<file path="src/rtl/interp_linha_up2.sv">
// interp_linha_up2: 2x linear upsampler for one 16-sample line.
// Accepts a line in a single handshake and then emits 32 samples on a valid/ready stream.
// Even outputs repeat the input samples. Odd outputs are the rounded midpoint of the two
// neighbouring inputs. The last output replicates the edge sample.
module interp_linha_up2 #(
    parameter int unsigned DATA_WIDTH = 8
) (
    input  logic                  clock,
    input  logic                  reset,
    input  logic                  enable,
    input  logic                  in_valid,
    output logic                  in_ready,
    input  logic [DATA_WIDTH-1:0] in_0,
    input  logic [DATA_WIDTH-1:0] in_1,
    input  logic [DATA_WIDTH-1:0] in_2,
    input  logic [DATA_WIDTH-1:0] in_3,
    input  logic [DATA_WIDTH-1:0] in_4,
    input  logic [DATA_WIDTH-1:0] in_5,
    input  logic [DATA_WIDTH-1:0] in_6,
    input  logic [DATA_WIDTH-1:0] in_7,
    input  logic [DATA_WIDTH-1:0] in_8,
    input  logic [DATA_WIDTH-1:0] in_9,
    input  logic [DATA_WIDTH-1:0] in_10,
    input  logic [DATA_WIDTH-1:0] in_11,
    input  logic [DATA_WIDTH-1:0] in_12,
    input  logic [DATA_WIDTH-1:0] in_13,
    input  logic [DATA_WIDTH-1:0] in_14,
    input  logic [DATA_WIDTH-1:0] in_15,
    output logic [DATA_WIDTH-1:0] out_data,
    output logic [4:0]            out_index,
    output logic                  out_valid,
    input  logic                  out_ready,
    output logic                  line_done
);

    typedef enum logic [0:0] {
        StIdle,
        StEmit
    } state_e;

    state_e state_q, state_d;

    logic [DATA_WIDTH-1:0] line_q  [16];
    logic [DATA_WIDTH-1:0] line_d  [16];
    logic [DATA_WIDTH-1:0] in_line [16];

    logic [DATA_WIDTH-1:0] data_q, data_d;
    logic [4:0]            index_q, index_d;
    logic                  done_q, done_d;

    logic                  accept;
    logic                  transfer;
    logic                  last_beat;

    logic [4:0]            next_k;
    logic [3:0]            base_idx;
    logic [3:0]            nbr_idx;
    logic [DATA_WIDTH-1:0] left_s;
    logic [DATA_WIDTH-1:0] right_s;
    logic [DATA_WIDTH:0]   pair_sum;
    logic [DATA_WIDTH-1:0] mid_s;
    logic                  unused_round_lsb;
    logic [DATA_WIDTH-1:0] next_sample;

    // Gather the flat input ports into an indexable line.
    always_comb begin
        in_line[0]  = in_0;
        in_line[1]  = in_1;
        in_line[2]  = in_2;
        in_line[3]  = in_3;
        in_line[4]  = in_4;
        in_line[5]  = in_5;
        in_line[6]  = in_6;
        in_line[7]  = in_7;
        in_line[8]  = in_8;
        in_line[9]  = in_9;
        in_line[10] = in_10;
        in_line[11] = in_11;
        in_line[12] = in_12;
        in_line[13] = in_13;
        in_line[14] = in_14;
        in_line[15] = in_15;
    end

    assign in_ready  = (state_q == StIdle);
    assign out_valid = (state_q == StEmit);
    assign out_data  = data_q;
    assign out_index = index_q;
    assign line_done = done_q;

    assign accept    = enable & in_valid & (state_q == StIdle);
    assign transfer  = enable & out_ready & (state_q == StEmit);
    assign last_beat = (index_q == 5'd31);

    // Select the sample for index k+1 from the latched line.
    // The sum is one bit wider so that 255+255+1 cannot wrap.
    always_comb begin
        next_k   = index_q + 5'd1;
        base_idx = next_k[4:1];
        // Wraps to 0 when base_idx is 15; that case takes the edge-replicate branch below.
        nbr_idx  = base_idx + 4'd1;
        left_s   = line_q[base_idx];
        right_s  = line_q[nbr_idx];
        pair_sum = {1'b0, left_s} + {1'b0, right_s} + {{DATA_WIDTH{1'b0}}, 1'b1};
        {mid_s, unused_round_lsb} = pair_sum;
        if (!next_k[0] || (base_idx == 4'hF)) begin
            next_sample = left_s;
        end else begin
            next_sample = mid_s;
        end
    end

    // Next-state logic: accept a line in idle, step through the 32 outputs while emitting.
    always_comb begin
        state_d = state_q;
        line_d  = line_q;
        data_d  = data_q;
        index_d = index_q;
        done_d  = 1'b0;
        unique case (state_q)
            StIdle: begin
                if (accept) begin
                    line_d  = in_line;
                    data_d  = in_0;
                    index_d = 5'd0;
                    state_d = StEmit;
                end
            end
            StEmit: begin
                if (transfer) begin
                    if (last_beat) begin
                        state_d = StIdle;
                        done_d  = 1'b1;
                    end else begin
                        index_d = next_k;
                        data_d  = next_sample;
                    end
                end
            end
            default: begin
                state_d = StIdle;
            end
        endcase
    end

    // State and datapath registers. An asynchronous reset drops any line in flight.
    always_ff @(posedge clock or negedge reset) begin
        if (!reset) begin
            state_q <= StIdle;
            line_q  <= '{default: '0};
            data_q  <= '0;
            index_q <= 5'd0;
            done_q  <= 1'b0;
        end else begin
            state_q <= state_d;
            line_q  <= line_d;
            data_q  <= data_d;
            index_q <= index_d;
            done_q  <= done_d;
        end
    end

endmodule

</file>
<file path="config.mk">
export PLATFORM = sky130hd
export DESIGN_NAME = interp_linha_up2
export DESIGN_NICKNAME = d
export VERILOG_FILES = /design/src/rtl/interp_linha_up2.sv
export SDC_FILE = /design/constraint.sdc
export NUM_CORES = 1
export LEC_CHECK = 0
export ABC_AREA = 1
export CORE_MARGIN = 2
export CORE_UTILIZATION = 35
export CTS_CLUSTER_SIZE = 25
export DETAILED_ROUTE_END_ITERATION = 10
export GPL_ROUTABILITY_DRIVEN = 0
export GPL_TIMING_DRIVEN = 0
export SKIP_LAST_GASP = 1
export SYNTH_ARGS = -nofsm -noshare
export SYNTH_HDL_FRONTEND = slang
export SYNTH_SLANG_ARGS = --single-unit
</file>
<file path="constraint.sdc">
create_clock -name clock -period 5 [get_ports clock]
set_clock_uncertainty 0.2 [all_clocks]
set_input_delay 1 -clock clock [delete_from_list [all_inputs] [get_ports clock]]
set_output_delay 1 -clock clock [all_outputs]
set_load 0.005 [all_outputs]
</file>
==> run_results.csv <==
group,metric,value,unit
synth,synth.most_common_cell,"nand2_1",
synth,ys_top_cells_by_area,"dfrtp_1, nand2_1, o21ai_0",
power,ir_drop,0.000518,V
routing,first_pass_iters,6,
timing,maxSlewHeadroom,0.427,
routing,via_per_inst,5.35,
final_layout,num-fill-cells,2393,
worst_setup_path,critPathMaxStageDelay,0.52,ns
worst_setup_path,r2r_cells,21,
routing,drc,0,
flow_run,drv_cap,0,
synth,avgSynthCellArea,7.06,sq um
global_route,grt_first_pass_wirelength,49.2,mm
placement,post-place-ws,-0.750,ns
global_route,grt_max_degree,82,
worst_setup_path,critPathBufInv,4,
timing,fin_crit_sh,0.939,
synth,synthTopCellsByCount,"nand2_1, dfrtp_1, o21ai_0, inv_1, nand3_1",
placement,placed_cells,1651,
worst_setup_path,rr_startpoint,"out_index[0]",
clocking,path_clk_slew,0.06,ns
synth,netlist_instances,1183,
routing,vias,8989,
clocking,cts_tree,"done",
floorplanning,rows,56,
global_route,grtUsageTotal,0.264,
worst_setup_path,path_cells,"ha_1, nand2_1, inv_1, nor2_4, buf_6, ha_4, clkbuf_1, o21ai_0, o211ai_1, nand2_1, inv_1, ha_1, nand2_1, o21ai_1, a21oi_1, or2_2, a21oi_1, o21ai_0, nand3b_1, o211ai_1, a21oi_1",
synth,synth_top_area_frac,0.429,
timing,period_minus_slack,4.70,ns
synth,async_reset_ff_frac,1.00,
timing,rsz0062_at_grt,"no",
timing,setup_ws,0.305,ns
synth,yosys.cell_types.count,38,
global_route,overflow,0,
clocking,clockBufferDepth,2,
power,power,8.93,mW
run_status,status,"finished clean",
routing,final_antenna_net_count,0,
global_route,antenna_found_initial,0,
power,static-leakage-power,5.06,nW
placement,dpl.hpwl,24.1,mm
synth,synth-seq-area-share,0.429,
timing,setup_viol,0,
hold_path,min_path_type,"flip-flop to flip-flop",
synth,synth_flop_cell,"dfrtp_1",
clocking,cts_sinks,143,
final_layout,diodes,0,
synth,synth_top_area_cell,"dfrtp_1",
timing,hold_viol,0,
clocking,ctsHtreeMaxLevel,4,
worst_setup_path,crit_slowest_cell,"clkbuf_1",
routing,drtIter0Drc,944,
worst_setup_path,worstPathRequired,5.16,ns
routing,wl,32.2,mm
worst_setup_path,cpLargestDelayFamily,"compound AO/OA/AOI/OAI gates",
timing,worstMarginPinSlew,0.859,ns
final_layout,drive_gt1_frac,0.0647,
final_layout,areaGrowthSynthToFinish,30.8,%
clocking,clock_latency,0.44,ns
synth,syn_nets,1327,
floorplanning,die_y,158,um
worst_setup_path,path_depth,21,
final_layout,stdcell_count,1680,
clocking,cts_buffers,17,
timing,drv_slew,0,
synth,synth_edf_count,0,
worst_setup_path,rrSetupSlack,0.30,ns
power,power_density,818,nW/um^2
worst_setup_path,path_max_fanout,19,
floorplanning,io_pins,149,
worst_setup_path,crit_path_start_kind,"flip-flop",
worst_setup_path,worstSetupPathType,"flip-flop to flip-flop",
final_layout,fin_nets,1492,
worst_setup_path,cp-startpoint,"out_index[0]",
worst_setup_path,timing.rr.end,"out_data[7]",
global_route,grt_pass1_vias,8654,
synth,netlist_area,8350,sq um
worst_setup_path,critPathArrivalTime,4.85,ns
floorplanning,start_util,0.356,
floorplanning,core,23500,sq um
synth,yosys_warnings,0,
worst_setup_path,crit_path_end,"out_data[7]",
floorplanning,die-area,25100,sq um
floorplanning,die_w,158,um
synth,ys_seq_elements,143,
clocking,cts-root-buf,"clkbuf_16",
routing,wl_per_cell,19.2,um
timing,max_freq,213,MHz
worst_setup_path,cp-end-kind,"flip-flop",
placement,port_buffers,148,
metal layers:
| layer | global-route usage | wire length (um) | up-vias |
|---|---|---|---|
| met1 | 0.357 | 13800 | 4145 |
| met3 | 0.0482 | 2840 | 93 |
| li1 | - | - | 4205 |
| met5 | 0 | 0 | - |
| met4 | 0.144 | 1680 | 0 |
| met2 | 0.400 | 13900 | 546 |
kinds of logic (layout without fill, tap and decap cells):
group / after synthesis / count (layout) / synth area share
buf+inv: 167 / 345 / 0.0811
compound gates: 260 / 260 / 0.179
fa+ha+maj: 11 / 11 / 0.0174
flops: 143 / 143 / 0.429
simple gates: 599 / 599 / 0.291
xor+xnor: 3 / 3 / 0.00315
layout by cell type, fill, tap and decap left out, drive strengths merged, types with 2 or more instances in the layout:
cell	count
nand3	71
o21ai	125
clkdlybuf4s50	147
ha	10
buf	34
bufinv	4
nand2	449
clkinv	6
o211ai	50
a211o	2
nand4	7
nor2	66
dfrtp	143
o31ai	2
o22ai	2
clkinvlp	2
o2111ai	6
a21oi	66
nor3	4
clkbuf	64
inv	88
xor2	2
o311ai	4
worst register-to-register path, stage by stage (launching register included):
cell      delay, ns
dfrtp_1        0.49
ha_1           0.28
nand2_1        0.15
inv_1          0.09
nor2_4         0.16
buf_6          0.25
ha_4           0.29
clkbuf_1       0.52
o21ai_0        0.19
o211ai_1       0.37
nand2_1        0.10
inv_1          0.07
ha_1           0.22
nand2_1        0.07
o21ai_1        0.20
a21oi_1        0.09
or2_2          0.29
a21oi_1        0.16
o21ai_0        0.09
nand3b_1       0.08
o211ai_1       0.12
a21oi_1        0.14
report_power, final:
part	total (mW)	switching [mW]	internal, mW
Sequential	1.82	0.313	1.51
Combinational	5.72	3.69	2.03
Clock	1.39	0.516	0.873
Total	8.93	4.52	4.41
flip-flops by register name (all words and copies together) (netlist names):
signal and flops:
line_q 128, out_data 8, out_index 5, line_done 1
out_valid 1
per-stage QoR:
| step | instance area [sq um] | util | setup TNS [ns] | hold slack (ns) |
|---|---|---|---|---|
| 2_1_floorplan | 8350 | - | 0 | 0.266 |
| 3_5_place_dp | 10300 | 0.437 | -2.14 | 0.286 |
| 5_1_grt | 10900 | 0.465 | 0 | 0.334 |
| 6_report | 10900 | 0.465 | 0 | 0.305 |
| 4_1_cts | 10900 | 0.464 | 0 | 0.301 |
| 3_3_place_gp | 10200 | 0.436 | -453.47 | 0.283 |
worst min path at each step:
stage,from,end,slack (ns),depth (start not counted)
finish,out_data[0],out_data[0],0.30,2
global route,line_q[17],line_q[17],0.33,2
CTS,out_data[0],out_data[0],0.30,2
detailed placement,out_data[0],out_data[0],0.29,2
global placement,out_data[0],out_data[0],0.28,2
floorplan,line_q[17],line_q[17],0.27,2
final cells by class:
cell class,instances,area (sq um),share of cell area
well taps,319,399,0.0366
flip-flops and latches,143,3580,0.328
plain buffers,74,338,0.0309
repair buffers,149,1510,0.138
clock inverters,10,159,0.0146
inverters,90,340,0.0312
clock buffers,22,474,0.0434
multi-input cells,873,4120,0.377
repair_timing:
item,CTS,global route
pin swaps,0,1
hold buffers,0,0
endpoints found under the hold margin,0,0
gates cloned,0,0
setup buffers,0,0
gates resized for setup,9,7
setup endpoints to repair,6,2
No activity file was read; power rests on OpenSTA's default activity.
